## config.mk

```make
export PLATFORM = sky130hd
export DESIGN_NAME = eth_tx_sched_flat
export DESIGN_NICKNAME = d
export VERILOG_FILES = /design/src/rtl/eth_tx_sched_if.sv /design/src/rtl/eth_tx_sched.sv /design/src/flat_wrapper.sv
export SDC_FILE = /design/constraint.sdc
export NUM_CORES = 1
export LEC_CHECK = 0
export CAP_MARGIN = 20
export CORE_MARGIN = 8
export CORE_UTILIZATION = 55
export DETAILED_ROUTE_END_ITERATION = 8
export GPL_TIMING_DRIVEN = 0
export MAX_ROUTING_LAYER = met4
export PLACE_DENSITY = 0.76
export SYNTH_ARGS = -nofsm -noshare
export SYNTH_HDL_FRONTEND = slang
export SYNTH_SLANG_ARGS = --single-unit
```

## constraint.sdc

```tcl
create_clock -name clk -period 2.6 [get_ports clk]
set_input_delay 0.26 -clock clk [delete_from_list [all_inputs] [get_ports clk]]
set_output_delay 0.26 -clock clk [all_outputs]
set_load 0.03 [all_outputs]
```

## src/rtl/eth_tx_sched_if.sv

```systemverilog
// Requester/serializer handshake bundle for the 10BASE-T transmit scheduler.
// master: the scheduler; slave: the requesters and the frame serializer.
interface eth_tx_sched_if;
    logic [1:0] req;
    logic [1:0] gnt;
    logic       frame_go;
    logic       frame_done;

    modport master (
        input  req,
        input  frame_done,
        output gnt,
        output frame_go
    );

    modport slave (
        output req,
        output frame_done,
        input  gnt,
        input  frame_go
    );
endinterface

```

## src/rtl/eth_tx_sched.sv

```systemverilog
// eth_tx_sched: shares one frame serializer between two requesters with
// round-robin arbitration, enforces the inter-packet gap, emits normal link
// pulses while idle, supervises each frame with a watchdog and drives the
// transmit-activity indication. All outputs are registered.
module eth_tx_sched #(
    parameter int unsigned NLP_PERIOD    = 160000,
    parameter int unsigned NLP_WIDTH     = 1,
    parameter int unsigned IPG_CYCLES    = 96,
    parameter int unsigned FRAME_TIMEOUT = 16000,
    parameter int unsigned CNT_W         = 18
) (
    input  logic           clk,
    input  logic           rst_n,
    input  logic           link_en,
    eth_tx_sched_if.master bus,
    output logic           nlp_tx,
    output logic           tx_active,
    output logic           timeout_err
);

    typedef enum logic [2:0] {
        ST_IDLE = 3'd0,
        ST_GO   = 3'd1,
        ST_BUSY = 3'd2,
        ST_IPG  = 3'd3,
        ST_NLP  = 3'd4
    } state_t;

    localparam logic [CNT_W-1:0] ZERO      = {CNT_W{1'b0}};
    localparam logic [CNT_W-1:0] ONE       = CNT_W'(1);
    localparam logic [CNT_W-1:0] NLP_LAST  = CNT_W'(NLP_PERIOD - 1);
    localparam logic [CNT_W-1:0] NLPW_LAST = CNT_W'(NLP_WIDTH - 1);
    localparam logic [CNT_W-1:0] IPG_LAST  = CNT_W'(IPG_CYCLES - 1);
    localparam logic [CNT_W-1:0] TO_LAST   = CNT_W'(FRAME_TIMEOUT - 1);

    // The idle counter never runs past the NLP threshold.
    function automatic logic [CNT_W-1:0] sat_inc(input logic [CNT_W-1:0] v);
        logic [CNT_W-1:0] r;
        if (v == NLP_LAST) begin
            r = v;
        end else begin
            r = v + ONE;
        end
        return r;
    endfunction

    state_t           state_r, state_s;
    logic [CNT_W-1:0] icnt_r, icnt_s;    // idle / gap counter
    logic [CNT_W-1:0] wcnt_r, wcnt_s;    // frame watchdog, also times the link pulse
    logic             last_r, last_s;    // index of the requester granted last
    logic             win_s;
    logic [1:0]       gnt_r, gnt_s;
    logic             terr_s;
    logic             frame_go_r;
    logic             nlp_r;
    logic             active_r;
    logic             terr_r;

    // Round-robin winner: a lone request wins, on contention the one not served last wins.
    always_comb begin
        if (bus.req == 2'b11) begin
            win_s = ~last_r;
        end else if (bus.req[1]) begin
            win_s = 1'b1;
        end else begin
            win_s = 1'b0;
        end
    end

    // Next-state and counter logic of the scheduler FSM.
    always_comb begin
        state_s = state_r;
        icnt_s  = icnt_r;
        wcnt_s  = wcnt_r;
        last_s  = last_r;
        gnt_s   = gnt_r;
        terr_s  = 1'b0;
        case (state_r)
            ST_IDLE: begin
                if (!link_en) begin
                    icnt_s = ZERO;
                end else if (icnt_r == NLP_LAST) begin
                    // a due link pulse takes priority over any waiting request
                    state_s = ST_NLP;
                    wcnt_s  = ZERO;
                end else if (bus.req != 2'b00) begin
                    state_s = ST_GO;
                    icnt_s  = ZERO;
                    wcnt_s  = ZERO;
                    last_s  = win_s;
                    gnt_s   = win_s ? 2'b10 : 2'b01;
                end else begin
                    icnt_s = sat_inc(icnt_r);
                end
            end
            ST_GO: begin
                state_s = ST_BUSY;
                wcnt_s  = wcnt_r + ONE;
            end
            ST_BUSY: begin
                if (bus.frame_done) begin
                    state_s = ST_IPG;
                    gnt_s   = 2'b00;
                    icnt_s  = ZERO;
                end else if (wcnt_r == TO_LAST) begin
                    state_s = ST_IPG;
                    gnt_s   = 2'b00;
                    icnt_s  = ZERO;
                    terr_s  = 1'b1;
                end else begin
                    wcnt_s = wcnt_r + ONE;
                end
            end
            ST_IPG: begin
                if (icnt_r == IPG_LAST) begin
                    // restart the idle count so a full NLP period follows the gap
                    state_s = ST_IDLE;
                    icnt_s  = ZERO;
                end else begin
                    icnt_s = sat_inc(icnt_r);
                end
            end
            ST_NLP: begin
                if (wcnt_r == NLPW_LAST) begin
                    state_s = ST_IDLE;
                    icnt_s  = ZERO;
                    wcnt_s  = ZERO;
                end else begin
                    wcnt_s = wcnt_r + ONE;
                end
            end
            default: begin
                state_s = ST_IDLE;
                icnt_s  = ZERO;
                wcnt_s  = ZERO;
                gnt_s   = 2'b00;
            end
        endcase
    end

    // State, counters and registered outputs; outputs decode the next state.
    always_ff @(posedge clk or negedge rst_n) begin
        if (!rst_n) begin
            state_r    <= ST_IDLE;
            icnt_r     <= ZERO;
            wcnt_r     <= ZERO;
            last_r     <= 1'b1;
            gnt_r      <= 2'b00;
            frame_go_r <= 1'b0;
            nlp_r      <= 1'b0;
            active_r   <= 1'b0;
            terr_r     <= 1'b0;
        end else begin
            state_r    <= state_s;
            icnt_r     <= icnt_s;
            wcnt_r     <= wcnt_s;
            last_r     <= last_s;
            gnt_r      <= gnt_s;
            frame_go_r <= (state_s == ST_GO);
            nlp_r      <= (state_s == ST_NLP);
            active_r   <= (state_s == ST_GO) || (state_s == ST_BUSY) || (state_s == ST_IPG);
            terr_r     <= terr_s;
        end
    end

    assign bus.gnt      = gnt_r;
    assign bus.frame_go = frame_go_r;
    assign nlp_tx       = nlp_r;
    assign tx_active    = active_r;
    assign timeout_err  = terr_r;

endmodule
```

## src/flat_wrapper.sv

```systemverilog
// flat-port wrapper written by rule: the top's interface ports become plain ports
module eth_tx_sched_flat 
#(
    parameter int unsigned NLP_PERIOD    = 160000,
    parameter int unsigned NLP_WIDTH     = 1,
    parameter int unsigned IPG_CYCLES    = 96,
    parameter int unsigned FRAME_TIMEOUT = 16000,
    parameter int unsigned CNT_W         = 18
)
  (clk, rst_n, link_en, nlp_tx, tx_active, timeout_err, bus_req, bus_frame_done, bus_gnt, bus_frame_go);
  eth_tx_sched_if bus_i ();
  input  logic clk;
  input  logic rst_n;
  input  logic link_en;
  output logic nlp_tx;
  output logic tx_active;
  output logic timeout_err;
  input wire logic [$bits(bus_i.req)-1:0] bus_req;
  input wire logic [$bits(bus_i.frame_done)-1:0] bus_frame_done;
  output wire logic [$bits(bus_i.gnt)-1:0] bus_gnt;
  output wire logic [$bits(bus_i.frame_go)-1:0] bus_frame_go;
  assign bus_i.req = bus_req;
  assign bus_i.frame_done = bus_frame_done;
  assign bus_gnt = bus_i.gnt;
  assign bus_frame_go = bus_i.frame_go;
  eth_tx_sched #(.NLP_PERIOD(NLP_PERIOD), .NLP_WIDTH(NLP_WIDTH), .IPG_CYCLES(IPG_CYCLES), .FRAME_TIMEOUT(FRAME_TIMEOUT), .CNT_W(CNT_W)) u_core (.clk(clk), .rst_n(rst_n), .link_en(link_en), .bus(bus_i), .nlp_tx(nlp_tx), .tx_active(tx_active), .timeout_err(timeout_err));
endmodule
```

==> summary.txt <==
Placement
  – Post-DP HPWL: about 5.3 mm
  – # placed instances: between 400 and 500
  – Port Buffers: 11
  – RePlAce Congestion: 0.9382
  – Dpl ws: -0.2338 ns
  – Dpl cell area: around 0.0031 mm^2

Critical path
  – Critical path buffers and inverters: 1
  – Worst path cell trace: or4_4, or3_1, clkbuf_4, or3_4, a32o_1, a22o_1
  – Worst EP arrival: around 2.7 ns
  – Crit-path max cell delay: about 0.58 ns
  – Crit start category: flip-flop
  – Worst reg2reg path depth: 6
  – Worst-path fanout max: 6
  – CP Class: flip-flop to flip-flop
  – Slowest-stage cell, CP: or4_4
  – Levels on crit path: 6
  – CP endpoint kind: flip-flop
  – Critical path data required time: approximately 2.8 ns
  – CP delay by family, top: simple AND/OR/NAND/NOR gates

Route
  – Drt via density: roughly 6.6
  – Via count: 2771
  – Drt drc: 0
  – Routed wire per std cell: 17.61 um
  – DR iter-0 viols: between 300 and 400
  – DRT antenna net count: 0
  – Drt first pass iters: 6
  – DRT Wirelength: about 7.4 mm

Cells and area
  – Diodes inserted: 0
  – Fillers: between 400 and 500
  – Cell area after layout: roughly 0.0033 mm^2
  – Area growth, synth to finish: 14.65%
  – Most frequent cells in the layout: dfrtp_1, nand2_1, nor2_1
  – Nets: 359
  – Most common cell after layout, fill and taps aside: dfrtp_1
  – Share of layout cells above drive strength 1: between 10% and 20%
  – Final cell count without fillers: 421
  – Final design utilization: around 65%

STA
  – Worst-Margin Slew: 0.7311 ns
  – Final-report setup violation count: 0
  – Max-slew violations: 0
  – Final WS setup: approximately 0.047 ns
  – F_max: 391.8 MHz
  – Unrepaired setup endpoints after global routing: yes
  – Fin Clk Skew: 0.01346 ns
  – Fin crit period: 2.553 ns
  – Worst slew margin: 51.26%
  – Hold Vio Cnt, Final: 0
  – Final worst path period share: 98.18%

Power
  – VDD IR-drop max: between 0.4 and 0.5 mV
  – Pleak: between 1 and 1.5 nW
  – Pwr dens: approximately 580 mW/mm^2

Yosys
  – EDFF count, synth: 0
  – Mapped Cells: between 300 and 400
  – FFs w/ async S/R, synth: 100.0%
  – Mean post-synth cell area: slightly below 9 um^2
  – Post-Syn Area: roughly 0.0029 mm^2
  – Yosys warns: 0
  – Post-Syn Nets: 336
  – Synth Flop Type: dfrtp_1
  – Yosys cell types: 56
  – Sequential-to-total area share from yosys stat: 39.68%
  – Synth Register Bits: 46

Clock network
  – Clock buffer depth: 2
  – CTS tree: done
  – TritonCTS Buffers: 5
  – H-tree levels: 2
  – Worst skew pair latency: between 0.3 and 0.4 ns
  – Root Buffer Master: clkbuf_8
  – Sink Count: 46
  – CTS clk-pin slew, worst paths: around 0.090 ns

Floorplan
  – Row cnt: 26
  – Die W: 88.67 um
  – Core ar.: roughly 0.0051 mm^2
  – Initial core utilization: a little under three fifths
  – Die ar.: 0.007861 mm^2
  – Die height: just under 90 um
  – Top-level I/O count: 12

Global route
  – First-pass GRT wire length: about 13 mm
  – Initial antenna violation count: 0
  – Total grt overflow: 0
  – Vias in the first global route: roughly 2700
  – Largest net degree at the start of global routing: 25
  – Total GRT Usage: 21.20%

Worst hold path
  – Hold-critical path depth: 2
  – Hold crit path type: flip-flop to flip-flop

Status
  – Outcome: completed

Flow run
  – Number of max-cap violations: 0
area by class of cell:
cell class              count  area (um^2)  area share (%)
plain buffers              14        71.32           2.142
clock buffers               5        68.82           2.067
clock inverters             3        40.04           1.203
inverters                  17        63.81           1.917
multi-input cells         247         1658           49.79
flip-flops and latches     46         1152           34.61
well taps                  70        87.58           2.631
repair buffers             19        187.7           5.637
path summary, 6_finish.rpt:
check | from | end | slack [ns]
worst max-delay path | u_core.icnt_r[10] | u_core.wcnt_r[6] | 0.05
worst min-delay path | u_core.last_r | u_core.last_r | 0.47
worst max register to register | u_core.icnt_r[10] | u_core.wcnt_r[6] | 0.05
worst min register to register | u_core.last_r | u_core.last_r | 0.47
max in group asynchronous | rst_n | u_core.last_r | 1.54
min in group asynchronous | rst_n | u_core.icnt_r[4] | 0.48
timing repair:
item / 4_1_cts / 5_1_grt
endpoints found under the hold margin: 22 / 0
cloned: 0 / 0
pin swaps: 1 / 1
buffers inserted: 3 / 3
endpoints found under the setup margin: 38 / 36
hold buffers: 1 / 0
resized for setup: 6 / 16
kinds of logic (layout without fill, tap and decap cells):
group / count (synthesis) / in the layout / synth area share (%)
and+or+nand+nor: 129 / 129 / 24.39
DFF: 46 / 46 / 39.68
adders and majority gates: 3 / 3 / 1.293
xor gates and xnor gates: 1 / 1 / 0.3016
buffers and inverters: 34 / 58 / 4.653
muxes: 5 / 5 / 1.723
AOI/OAI and AO/OA: 109 / 109 / 27.96
layer usage:
| layer | track usage (%) | part of all wire, % | vias to the layer above |
|---|---|---|---|
| met3 | 4.457 | 7.4 | 7 |
| met5 | - | 0 | - |
| li1 | - | - | 1316 |
| met1 | 28.79 | 48 | 1338 |
| met2 | 31.13 | 44 | 110 |
| met4 | 5.376 | 0.66 | 0 |
cell usage after synthesis (9+ instances only):
cell	n	area, um^2
inv_1	17	63.81
nor4_1	10	62.56
a21oi_1	13	65.06
nor2_1	20	75.07
o21ai_0	14	70.07
dfrtp_1	45	1126
nand4_1	10	62.56
a22o_1	9	78.83
nand2_1	22	82.58
a31oi_1	13	81.33
nand3_1	15	75.07
o32ai_1	11	96.34
clkbuf_1	13	48.80
nor3_1	10	50.05
a41oi_1	9	78.83
and3_1	12	75.07
report_power, final:
part	switching [mW]	total [mW]	leakage, nW	internal, mW
combinational	0.295	0.517	0.709	0.222
sequential	0.0973	0.898	0.604	0.801
clock	0.249	0.532	0.0579	0.283
registers in the layout, indices dropped and copies added (netlist names):
signal,count
u_core.tx_active,1
u_core.bus.gnt,2
u_core.state_r,3
u_core.last_r,1
u_core.bus.frame_go,1
u_core.wcnt_r,18
u_core.timeout_err,1
u_core.nlp_tx,1
u_core.icnt_r,18
stage by stage:
stage	power [mW]	setup TNS, ns	hold slack (ns)
after floorplan	1.237	0	-0.03559
after global placement	1.356	-2.872	0.4523
after detailed placement	1.378	-4.474	0.2899
after CTS	1.937	0	0.4696
after global routing	2.067	-0.01209	0.5036
final	1.947	0	0.4723
worst register-to-register path: cells and delay by family, from the launching register on:
family          cells  cell delay [ns]
buf+inv             1             0.19
flops               1             0.43
simple gates        3             1.32
compound gates      2             0.50
(Power assumes the default switching activity.)
